$ cat src/rtl/ctrl_pkg.sv
// Shared types and encodings for the multicycle RV32 control unit:
// FSM states, ALU operation codes, opcodes and datapath select codes.
package ctrl_pkg;

  typedef enum logic [3:0] {
    S_FETCH,
    S_DECODE,
    S_MEMADR,
    S_MEMREAD,
    S_MEMWB,
    S_MEMWRITE,
    S_EXECR,
    S_EXECI,
    S_LUI,
    S_JAL,
    S_ALUWB,
    S_TRAP
  } state_t;

  localparam logic [1:0] ALU_ADD   = 2'd0;
  localparam logic [1:0] ALU_AND   = 2'd1;
  localparam logic [1:0] ALU_PASSB = 2'd2;

  localparam logic [6:0] OP_LW  = 7'b0000011;
  localparam logic [6:0] OP_SW  = 7'b0100011;
  localparam logic [6:0] OP_R   = 7'b0110011;
  localparam logic [6:0] OP_I   = 7'b0010011;
  localparam logic [6:0] OP_LUI = 7'b0110111;
  localparam logic [6:0] OP_JAL = 7'b1101111;

  localparam logic [2:0] F3_ADD = 3'b000;
  localparam logic [2:0] F3_AND = 3'b111;

  localparam logic [1:0] RES_ALUOUT = 2'd0;
  localparam logic [1:0] RES_DATA   = 2'd1;
  localparam logic [1:0] RES_ALU    = 2'd2;

  localparam logic [1:0] SRCA_PC    = 2'd0;
  localparam logic [1:0] SRCA_OLDPC = 2'd1;
  localparam logic [1:0] SRCA_RS1   = 2'd2;

  localparam logic [1:0] SRCB_RS2  = 2'd0;
  localparam logic [1:0] SRCB_IMM  = 2'd1;
  localparam logic [1:0] SRCB_FOUR = 2'd2;

  localparam logic [2:0] IMM_I = 3'd0;
  localparam logic [2:0] IMM_S = 3'd1;
  localparam logic [2:0] IMM_J = 3'd3;
  localparam logic [2:0] IMM_U = 3'd4;

endpackage

$ cat src/rtl/alu_decoder.sv
// ALU operation decode from the current control state and funct3.
// Flags funct3 values the execute states cannot handle.
module alu_decoder
  import ctrl_pkg::*;
(
  input  state_t     state,
  input  logic [2:0] funct3,
  output logic [1:0] alu_control,
  output logic       illegal_funct3
);

  always_comb begin
    alu_control    = ALU_ADD;
    illegal_funct3 = 1'b0;
    case (state)
      S_EXECR, S_EXECI: begin
        case (funct3)
          F3_ADD:  alu_control = ALU_ADD;
          F3_AND:  alu_control = ALU_AND;
          default: illegal_funct3 = 1'b1;
        endcase
      end
      S_LUI:   alu_control = ALU_PASSB;
      default: alu_control = ALU_ADD;
    endcase
  end

endmodule

$ cat src/rtl/multicycle_ctrl.sv
// Main control FSM of the multicycle RV32 datapath: one instruction step per
// state, memory wait states with an optional stall timeout, sticky trap.
module multicycle_ctrl
  import ctrl_pkg::*;
#(
  parameter int MEM_TIMEOUT = 16,
  parameter int TO_W        = 5
) (
  input  logic       clk,
  input  logic       rst_n,
  input  logic [6:0] opcode,
  input  logic [2:0] funct3,
  input  logic [6:0] funct7,
  input  logic       mem_ready,
  output logic       pc_write,
  output logic       adr_src,
  output logic       mem_write,
  output logic       mem_req,
  output logic       ir_write,
  output logic [1:0] result_src,
  output logic [1:0] alu_src_a,
  output logic [1:0] alu_src_b,
  output logic [1:0] alu_control,
  output logic [2:0] imm_src,
  output logic       reg_write,
  output logic       illegal_instr
);

  state_t            state_reg, state_next;
  logic [TO_W-1:0]   cnt_reg, cnt_next;
  logic              illegal_funct3;
  logic              is_wait;
  logic              timeout;

  alu_decoder u_alu_dec (
    .state          (state_reg),
    .funct3         (funct3),
    .alu_control    (alu_control),
    .illegal_funct3 (illegal_funct3)
  );

  always_ff @(posedge clk or negedge rst_n) begin
    if (!rst_n) begin
      state_reg <= S_FETCH;
      cnt_reg   <= '0;
    end else begin
      state_reg <= state_next;
      cnt_reg   <= cnt_next;
    end
  end

  always_comb begin
    is_wait    = (state_reg == S_FETCH) || (state_reg == S_MEMREAD) ||
                 (state_reg == S_MEMWRITE);
    cnt_next   = '0;
    timeout    = 1'b0;
    state_next = state_reg;
    // The counter only advances while a wait state is stalled; any other
    // cycle either changes state or sits in TRAP, so it returns to zero.
    if (is_wait && !mem_ready) begin
      cnt_next = cnt_reg + TO_W'(1);
      timeout  = (MEM_TIMEOUT != 0) && (cnt_next == TO_W'(MEM_TIMEOUT));
    end
    case (state_reg)
      S_FETCH:    if (mem_ready) state_next = S_DECODE;
      S_DECODE: begin
        case (opcode)
          OP_LW, OP_SW: state_next = S_MEMADR;
          OP_R:   state_next = ((funct7 == 7'd0) &&
                                ((funct3 == F3_ADD) || (funct3 == F3_AND)))
                               ? S_EXECR : S_TRAP;
          OP_I:   state_next = S_EXECI;
          OP_LUI: state_next = S_LUI;
          OP_JAL: state_next = S_JAL;
          default: state_next = S_TRAP;
        endcase
      end
      S_MEMADR:   state_next = (opcode == OP_LW) ? S_MEMREAD : S_MEMWRITE;
      S_MEMREAD:  if (mem_ready) state_next = S_MEMWB;
      S_MEMWB:    state_next = S_FETCH;
      S_MEMWRITE: if (mem_ready) state_next = S_FETCH;
      S_EXECR:    state_next = S_ALUWB;
      S_EXECI:    state_next = illegal_funct3 ? S_TRAP : S_ALUWB;
      S_LUI:      state_next = S_ALUWB;
      S_JAL:      state_next = S_ALUWB;
      S_ALUWB:    state_next = S_FETCH;
      default:    state_next = S_TRAP;
    endcase
    if (timeout) begin
      state_next = S_TRAP;
      cnt_next   = '0;
    end
  end

  always_comb begin
    pc_write      = 1'b0;
    adr_src       = 1'b0;
    mem_write     = 1'b0;
    mem_req       = 1'b0;
    ir_write      = 1'b0;
    reg_write     = 1'b0;
    result_src    = RES_ALUOUT;
    alu_src_a     = SRCA_PC;
    alu_src_b     = SRCB_RS2;
    illegal_instr = (state_reg == S_TRAP);
    case (state_reg)
      S_FETCH: begin
        mem_req    = 1'b1;
        alu_src_b  = SRCB_FOUR;
        result_src = RES_ALU;
        ir_write   = mem_ready;
        pc_write   = mem_ready;
      end
      S_DECODE: begin
        alu_src_a = SRCA_OLDPC;
        alu_src_b = SRCB_IMM;
      end
      S_MEMADR: begin
        alu_src_a = SRCA_RS1;
        alu_src_b = SRCB_IMM;
      end
      S_MEMREAD: begin
        mem_req = 1'b1;
        adr_src = 1'b1;
      end
      S_MEMWB: begin
        result_src = RES_DATA;
        reg_write  = 1'b1;
      end
      S_MEMWRITE: begin
        mem_req   = 1'b1;
        adr_src   = 1'b1;
        mem_write = 1'b1;
      end
      S_EXECR:    alu_src_a = SRCA_RS1;
      S_EXECI: begin
        alu_src_a = SRCA_RS1;
        alu_src_b = SRCB_IMM;
      end
      S_LUI:      alu_src_b = SRCB_IMM;
      S_JAL: begin
        alu_src_a  = SRCA_OLDPC;
        alu_src_b  = SRCB_FOUR;
        result_src = RES_ALUOUT;
        pc_write   = 1'b1;
      end
      S_ALUWB: begin
        result_src = RES_ALUOUT;
        reg_write  = 1'b1;
      end
      default: ;
    endcase
  end

  always_comb begin
    case (opcode)
      OP_SW:   imm_src = IMM_S;
      OP_JAL:  imm_src = IMM_J;
      OP_LUI:  imm_src = IMM_U;
      default: imm_src = IMM_I;
    endcase
  end

endmodule

$ cat config.mk
export PLATFORM = sky130hd
export DESIGN_NAME = multicycle_ctrl
export DESIGN_NICKNAME = d
export VERILOG_FILES = /design/src/rtl/ctrl_pkg.sv /design/src/rtl/alu_decoder.sv /design/src/rtl/multicycle_ctrl.sv
export SDC_FILE = /design/constraint.sdc
export NUM_CORES = 1
export LEC_CHECK = 0
export CAP_MARGIN = 20
export CORE_MARGIN = 2
export CORE_UTILIZATION = 46
export DETAILED_ROUTE_END_ITERATION = 7
export MAX_ROUTING_LAYER = met4
export PLACE_DENSITY = 0.87
export SETUP_SLACK_MARGIN = 0.4
export SLEW_MARGIN = 10
export SYNTH_ARGS = -nofsm -noshare
export SYNTH_HDL_FRONTEND = slang
export SYNTH_SLANG_ARGS = --single-unit
$ cat constraint.sdc
create_clock -name clk -period 2.69 [get_ports clk]
set_input_delay 0.807 -clock clk [delete_from_list [all_inputs] [get_ports clk]]
set_output_delay 0.807 -clock clk [all_outputs]
set_load 0.005 [all_outputs]
==> impl_results.md, run 1 <==
* Initial core utilization at 0.485
* Yosys top cell by area: dfrtp_1
* IO Pins at 38
* Row cnt at 16
* Grt total ovfl at 57
* Outcome: did not finish
* Number of port buffers at 37
* Share of the synthesized area in the top cell type at 0.237
* Syn Nets at between 100 and 150
* Syn. warnings at 0
* Largest family of logic cells by synthesized area: simple AND/OR/NAND/NOR gates
* Compound-Gate Fraction of Synth Area at 0.266
* Post-Synth XOR/XNOR Area at 0.0461
* Post-Syn Area per Cell at 7.92 um2
* Worst_ep grt: state_reg[1]$_DFFE_PN0P_/D
* Async SR Flop Fraction at 1.00
* Tot GR Track Use at 0.781
* H-tree levels at 1
* Mapped Area at 951 um2
* CTS sink cnt at 9
* Fail Step: global routing
* Ys flop type: dfrtp_1
* Clock Path Buffers at 2
* Post-synthesis sequential area ratio at 0.237
* Synth area leaders: dfrtp_1, nor2_1, nor3_1
* Routability cong. at ~0.87
* Post-Synth Adder-Cell Area at 0.0263
* Largest net degree at the start of global routing at 10
* Synthesized instance count at 120
* First Err: [ERROR GRT-0232] Routing congestion too high. Check the congestion heatmap in the GUI.
* Chip height at 49.5 um
* EDFF count, synth at 0
* Simple-Gate Fraction of Synth Area at 0.358
* Mux cell area share after synthesis at 0
* TritonCTS buffer count at 3
* Detailed Place HPWL at 2320 um
* Worst endpoint type: sequential cell input
* Die width at 49.5 um
* Synth cell types at 50
* Clock root buffer: clkbuf_4
* Post-synthesis register bit count at 9
## cell families after synthesis
| logic type | Yosys count |
|---|---|
| AND/OR/NAND/NOR | 58 |
| AO/OA/AOI/OAI | 33 |
| buffers and inverters | 13 |
| flip-flops | 9 |
| XOR/XNOR | 5 |
| adder cells (fa/ha/maj) | 2 |
## metrics by stage
| step | area [um2] | cells | setup slack (ns) | setup TNS [ns] |
|---|---|---|---|---|
| after floorplan | 951 | 120 | 0.451 | 0 |
| after global placement | 1440 | 194 | -0.482 | -1.79 |
| after detailed placement | 1440 | 194 | -0.502 | -1.85 |
| after CTS | 1780 | 233 | 0.144 | 0 |
## synth_stat cells, types with 3 or more instances
library cell and instances:
nand2b_1 3, dfrtp_1 9, a21oi_1 3, a211oi_1 4
buf_2 3, o21ai_0 4, nand3_1 5, nor2_1 14
or3_1 4, o211a_1 3, or2_1 3, nand2_1 6
xor2_1 3, nor3_1 6, inv_1 7
## routing by layer
| metal | GRT usage | GRT overflow |
|---|---|---|
| met1 | 0.771 | 1 |
| met3 | 0.452 | 0 |
| met2 | 0.993 | 39 |
| met4 | 0.870 | 17 |
| met5 | - | - |
## repair_timing
item | in CTS
hold buffers | 0
setup buffers | 35
gates resized for setup | 117
endpoints found under the setup margin | 18
pin swaps | 13
==> run 2: changes to the inputs <==
- CORE_AREA: default -> 2 2 63 65
- CORE_MARGIN: 2 -> default
- CORE_UTILIZATION: 46 -> default
- DIE_AREA: default -> 0 0 65 67
- MAX_ROUTING_LAYER: met4 -> default
- PLACE_DENSITY: 0.87 -> default
- PLACE_DENSITY_LB_ADDON: default -> 0.15
- SETUP_SLACK_MARGIN: 0.4 -> default
==> run 2 against run 1 <==
Effect of this change: the run now ends clean; synthesized cell count did not move; area after synthesis stayed put.
==> impl_results.md, run 2 <==
* Worst Clk Skew at 0.00230 ns
* Outcome: complete, no violations
* TritonCTS clock tree: done
* Yosys top cell by area: dfrtp_1
* Share of the synthesized area in the top cell type at 0.237 (unchanged)
* Worst setup SP type: flop
* CTS clk-pin slew, worst paths at ~0.05 ns
* Critical Path End Type: primary output
* Skew-Pair Late Insertion Delay at 0.23 ns
* Post-layout util at 0.452
* Chip height at 67 um (+35%)
* Fill cells at between 300 and 400
* Fin. Hold Viols at 0
* Fmax at 379 MHz
* First-pass DRT Iterations at 4
* Die width at 65 um (+31%)
* Row cnt at 22 (+6)
* Hold_ws at 0.519 ns
* Initial core utilization at 0.264 (-0.221)
* Largest net degree at the start of global routing at 17
* Max cap viols at 0
* WP buf/inv at 1
* Async SR Flop Fraction at 1.00 (unchanged)
* Grt total ovfl at 0
* Largest fanout on the critical path at 4
* Post-CTS Hold Buffers at 0 (unchanged)
* Iter 0 DRT Violations at 33
* Tot GR Track Use at 0.150
* Routed WL at 3050 um
* Peak VDD IR at 0.000423 V
* Setup Crit Path Kind: flop to primary output
* Clock root buffer: clkbuf_8
* Final Instance Count excl. Fillers at approximately 230
* EDFF count, synth at 0 (unchanged)
* Syn. warnings at 0 (unchanged)
* Most common cell in the synthesized netlist: nor2_1
* Clock Path Buffers at 2 (unchanged)
* CTS sink cnt at 9 (unchanged)
* PwrDens at 828 mW/mm2
* Relative slew slack at 0.729
* DRC viols at 0
* Final Cycle Share at 0.981
* Routed vias/inst at approximately 5
* First-pass GRT wire length at just over 5000 um
* Post-Syn Area per Cell at 7.92 um2 (unchanged)
* Post-synthesis register bit count at 9 (unchanged)
* Placeable Area at 0.00361 mm2
* IO Pins at 38 (unchanged)
* Final Net Count at 204
* Routability cong. at 0.826 (-5.3%)
* Post-route minimum period at ~2.6 ns
* Setup slack, reg-to-reg at 1.02 ns
* Syn Nets at 142 (unchanged)
* RSZ-0062 raised after global routing: true
* Leakage at 0.743 nW
* Syn-to-layout area delta at 71.3%
* DIE AREA at 0.00436 mm2
* Pre-CTS setup slack at -0.490 ns (+0.0116 ns)
* Max FFs per register at 5
* Critical Path Max Stage Delay at 0.44 ns
* Avg WL per Cell at about 13 um
* TritonCTS buffer count at 3 (unchanged)
* CP Data Arrival Time at between 1.5 and 2 ns
* Synthesized instance count at 120 (unchanged)
* Post-synthesis sequential area ratio at 0.237 (unchanged)
* Commonest non-fill, non-tap cells in the layout: clkdlybuf4s50_1, buf_4, nor2_1, dlygate4sd2_1, inv_1
* Slowest cell on crit path: clkdlybuf4s50_1
* Detailed Place HPWL at 2230 um (-3.6%)
* Top Family by Delay on Critical Path: simple AND/OR/NAND/NOR gates
* Initial antenna violation count at 0
* Fraction of layout cells with a size suffix above 1 at 0.287
* Setup violators final at 0
* Placed cell count at 215 (+11%)
* Number of port buffers at 37 (unchanged)
* Vias at ~1100
* Most frequent cells after synthesis: nor2_1, dfrtp_1, inv_1
* Path type of the worst min-delay path: flop to flop
* Synth cell types at 50 (unchanged)
* Detail Route Antenna Nets at 0
* Setup ws final at 0.0522 ns
* Slew @ Worst Pin at 0.402 ns
* Vias in the first global route at approximately 1100
* Ys flop type: dfrtp_1
* Mapped Area at 951 um2 (unchanged)
* N_diodes at 0
* Max Slew Vio Count at 0
* H-tree levels at 1 (unchanged)
* CP Data Required Time at 1.88 ns
* Crit path cell chain: nor2b_4 -> nor3_2 -> a211oi_1 -> or2_1 -> clkdlybuf4s50_1
* Synth area leaders: dfrtp_1, nor2_1, nor3_1
* Commonest non-fill, non-tap cell in the layout: clkdlybuf4s50_1
-- run 2: cell counts after synthesis --
Identical to the previous run, type by type.
-- run 2: per-stage QoR --
step                total power, W  cell area [um2]  TNS [ns]
finish                     0.00135             1630         0
global route               0.00145             1630   -0.0420
CTS                        0.00128             1600   -0.0208
detailed placement         0.00110             1460     -1.99
global placement           0.00110             1460     -1.87
floorplan                 0.000740              951         0
-- run 2: layout make-up --
class / count / area, um2 / share of cell area
Inverter: 7 / 26.3 / 0.0161
Tap cell: 48 / 60.1 / 0.0369
Clock buffer: 4 / 45.0 / 0.0276
Multi-Input combinational cell: 98 / 701 / 0.430
Sequential cell: 9 / 229 / 0.141
Timing Repair Buffer: 63 / 568 / 0.349
-- run 2: layer usage --
metal / vias up / track usage / wire [um]
met3: 8 / 0.0220 / 90
met2: 23 / 0.259 / 1550
li1: 564 / - / -
met1: 554 / 0.189 / 1340
met4: 0 / 0.0559 / 57
met5: - / 0 / 0
-- run 2: worst paths after layout --
check / from / to / cells past startpoint
min in group asynchronous: rst_n / state_reg[0] / 1
max in group asynchronous: rst_n / state_reg[2] / 1
setup reg to reg: cnt_reg[0] / state_reg[0] / 6
setup / recovery: state_reg[0] / alu_src_b[0] / 5
hold reg to reg: cnt_reg[0] / cnt_reg[0] / 1
hold / removal: cnt_reg[0] / cnt_reg[0] / 1
-- run 2: kinds of logic (layout without fill, tap and decap cells) --
group	count (synthesis)	count (layout)	share of synthesized area
flops	9	9	0.237
buf+inv	13	74	0.0671
xor+xnor	5	5	0.0461
simple gates	58	58	0.358
fa+ha+maj	2	2	0.0263
compound gates	33	33	0.266
-- run 2: repair_timing --
item | in CTS | in global routing
buffers inserted | 9 | 3
resized for setup | 33 | 9
endpoints found under the setup margin | 9 | 9
cloned | 0 | 0
pin swaps | 4 | 2
-- run 2: power breakdown --
group	switching, W	internal [W]	leakage (nW)
clock network	0.0000542	0.000103	0.0228
logic	0.000433	0.000499	0.606
registers	0.0000788	0.000180	0.114
total	0.000566	0.000783	0.743
(Power assumes the default switching activity.)
==> run 3: changes to the inputs <==
- HOLD_SLACK_MARGIN: default -> 0.06
- SLEW_MARGIN: 10 -> default
==> results of run 3 <==
The final DEF is identical to that of run 2; final timing and power are the same.
==> run 4: changes to the inputs <==
- TNS_END_PERCENT: default -> 1
==> run 4 against run 3 <==
Effect of this change: global-route usage is 0.36 points lower; maximum frequency rose by 0.53%; sequential cell count stayed put; clock-buffer cell count unchanged; utilization is 0.52 points lower; combinational power is 6.4% lower; non-clock buffer count down 3; wire length shrank 2.0%; highest routed layer unchanged.
==> impl_results.md, run 4 (synthesis results as in run 2) <==
* Outcome: complete, no violations
* IO Pins at 38 (unchanged)
* Pre-CTS setup slack at -0.490 ns (unchanged)
* DRC viols at 0 (unchanged)
* Largest fanout on the critical path at 10 (+6)
* Critical Path End Type: primary output
* Initial core utilization at 0.264 (unchanged)
* Slowest cell on crit path: clkdlybuf4s50_1
* Setup Crit Path Kind: flop to primary output
* Row cnt at 22 (unchanged)
* TritonCTS buffer count at 3 (unchanged)
* Peak VDD IR at 0.000434 V (+2.6%)
* Fraction of layout cells with a size suffix above 1 at 0.275 (-0.0120)
* TritonCTS clock tree: done
* Vias at 1135 (-1.2%)
* Total power at 0.00130 W (-3.5%)
* DIE AREA at 0.00436 mm2 (unchanged)
* Hold depth at 1 (unchanged)
* CTS clk-pin slew, worst paths at 0.05 ns (about the same)
* Tot GR Track Use at 0.147 (-0.00358)
* Number of port buffers at 37 (unchanged)
* Iter 0 DRT Violations at 27 (-18%)
* Skew-Pair Late Insertion Delay at 0.23 ns (about the same)
* Syn-to-layout area delta at 69.3%
* Post-route minimum period at 2.62 ns (-0.0138 ns)
* Die width at 65 um (unchanged)
* Commonest non-fill, non-tap cells in the layout: clkdlybuf4s50_1, buf_4, nor2_1, dlygate4sd2_1
* Max Slew Vio Count at 0 (unchanged)
* Worst Clk Skew at 0.00247 ns (+0.000176 ns)
* Setup violators final at 0 (unchanged)
* Detailed Place HPWL at 2230 um (unchanged)
* Top Family by Delay on Critical Path: buffers and inverters
* H-tree levels at 1 (unchanged)
* CP Data Required Time at 1.88 ns (about the same)
* Fmax at 381 MHz (+0.53%)
* Final instance area at 0.00161 mm2 (-1.2%)
* Max FFs per register at 5 (unchanged)
* DP Area at 0.00146 mm2 (unchanged)
* First-pass DRT Iterations at 4 (unchanged)
* Setup ws final at 0.0660 ns (+0.0138 ns)
* Detail Route Antenna Nets at 0 (unchanged)
* R2R Path End: state_reg[0]
* Setup slack, reg-to-reg at 1.02 ns (about the same)
* Multi-input gate area at 703 um2 (+0.36%)
* Placed cell count at 215 (unchanged)
* Final Net Count at 201 (-1.5%)
* Clock Path Buffers at 2 (unchanged)
* Worst setup SP type: flop
* Storage element area at 229 um2 (unchanged)
* Path type of the worst min-delay path: flop to flop
* Vias in the first global route at 1109 (-0.45%)
* Clock root buffer: clkbuf_8
* Routed vias/inst at 5.02 (about the same)
* First-pass GRT wire length at 5020 um (-1.8%)
* WHS Endpoint: cnt_reg[0]
* Critical Path Max Stage Delay at 0.52 ns (+0.08 ns)
* Crit path cell chain: nand2b_1 -> nor2_2 -> o21ba_1 -> nor2_1 -> clkdlybuf4s50_1
* Initial antenna violation count at 0 (unchanged)
* Avg WL per Cell at 13.2 um (-0.74%)
* Fin. Hold Viols at 0 (unchanged)
* Grt total ovfl at 0 (unchanged)
* Worst R2R Path Depth at 6 (unchanged)
* Max cap viols at 0 (unchanged)
* N_diodes at 0 (unchanged)
* Slew @ Worst Pin at 0.413 ns (+0.0111 ns)
* Final Instance Count excl. Fillers at 226 (-1.3%)
* CP Data Arrival Time at 1.82 ns (about the same)
* Largest net degree at the start of global routing at 17 (unchanged)
* Chip height at 67 um (unchanged)
* Fill cells at 380 (+1.1%)
* WP buf/inv at 1 (unchanged)
* Placeable Area at 0.00361 mm2 (unchanged)
* Routed WL at 2980 um (-2.0%)
* HP Start: cnt_reg[0]
* Routability cong. at 0.826 (unchanged)
* Commonest non-fill, non-tap cell in the layout: clkdlybuf4s50_1
* CTS sink cnt at 9 (unchanged)
* Final Cycle Share at 0.975 (-0.00515)
* Reg-to-reg startpoint: cnt_reg[0]
* RSZ-0062 raised after global routing: true
* Relative slew slack at 0.721 (-0.00749)
* PwrDens at 808 mW/mm2 (-2.4%)
* Leakage at 0.722 nW (-2.7%)
* Post-layout util at 0.447 (-0.00521)
run 4: cell types whose count changed in the layout (fill, tap and decap cells not counted), sizes merged:
cell	before	now
buf	29	24
clkdlybuf4s50	23	24
clkdlybuf4s15	2	3
run 4: per-layer routing:
metal	vias up	GRT usage	routed length (um)
li1	559	-	-
met1	543	0.184	1300
met2	23	0.253	1520
met3	10	0.0220	88
met4	0	0.0559	72
met5	-	0	0
run 4: how the worst max path moves through the flow:
stage / start / end / slack, ns / depth (start not counted)
2_1_floorplan: opcode[3] / imm_src[0] / 0.45 / 2
3_3_place_gp: opcode[3] / imm_src[0] / -0.48 / 4
5_1_grt: state_reg[0] / alu_src_b[0] / -0.03 / 5
4_1_cts: mem_ready / ir_write / -0.17 / 4
3_5_place_dp: opcode[3] / imm_src[0] / -0.49 / 4
6_report: state_reg[3] / reg_write / 0.07 / 5
run 4: through the flow:
step | hold WS [ns] | setup TNS [ns]
6_report | 0.519 | 0
5_1_grt | 0.548 | -0.0362
4_1_cts | 0.517 | -0.329
3_5_place_dp | 0.511 | -1.99
3_3_place_gp | 0.503 | -1.87
2_1_floorplan | 0.477 | 0
run 4: cell type report:
class | count | area share
Inverter | 7 | 0.0163
Clock buffer | 4 | 0.0280
Timing Repair Buffer | 60 | 0.340
Tap cell | 48 | 0.0373
Multi-Input combinational cell | 98 | 0.437
Sequential cell | 9 | 0.142
run 4: repair_timing:
action | in CTS | in global routing
endpoints found under the setup margin | 9 | 10
hold buffers | 0 | 0
resized for setup | 22 | 14
pin swaps | 3 | 1
buffers inserted | 9 | 0
run 4: power by group:
part / internal [W] / switching [W] / leakage [nW]
Combinational: 0.000462 / 0.000410 / 0.586
Clock: 0.000103 / 0.0000543 / 0.0228
Sequential: 0.000180 / 0.0000918 / 0.114
Total: 0.000746 / 0.000556 / 0.722
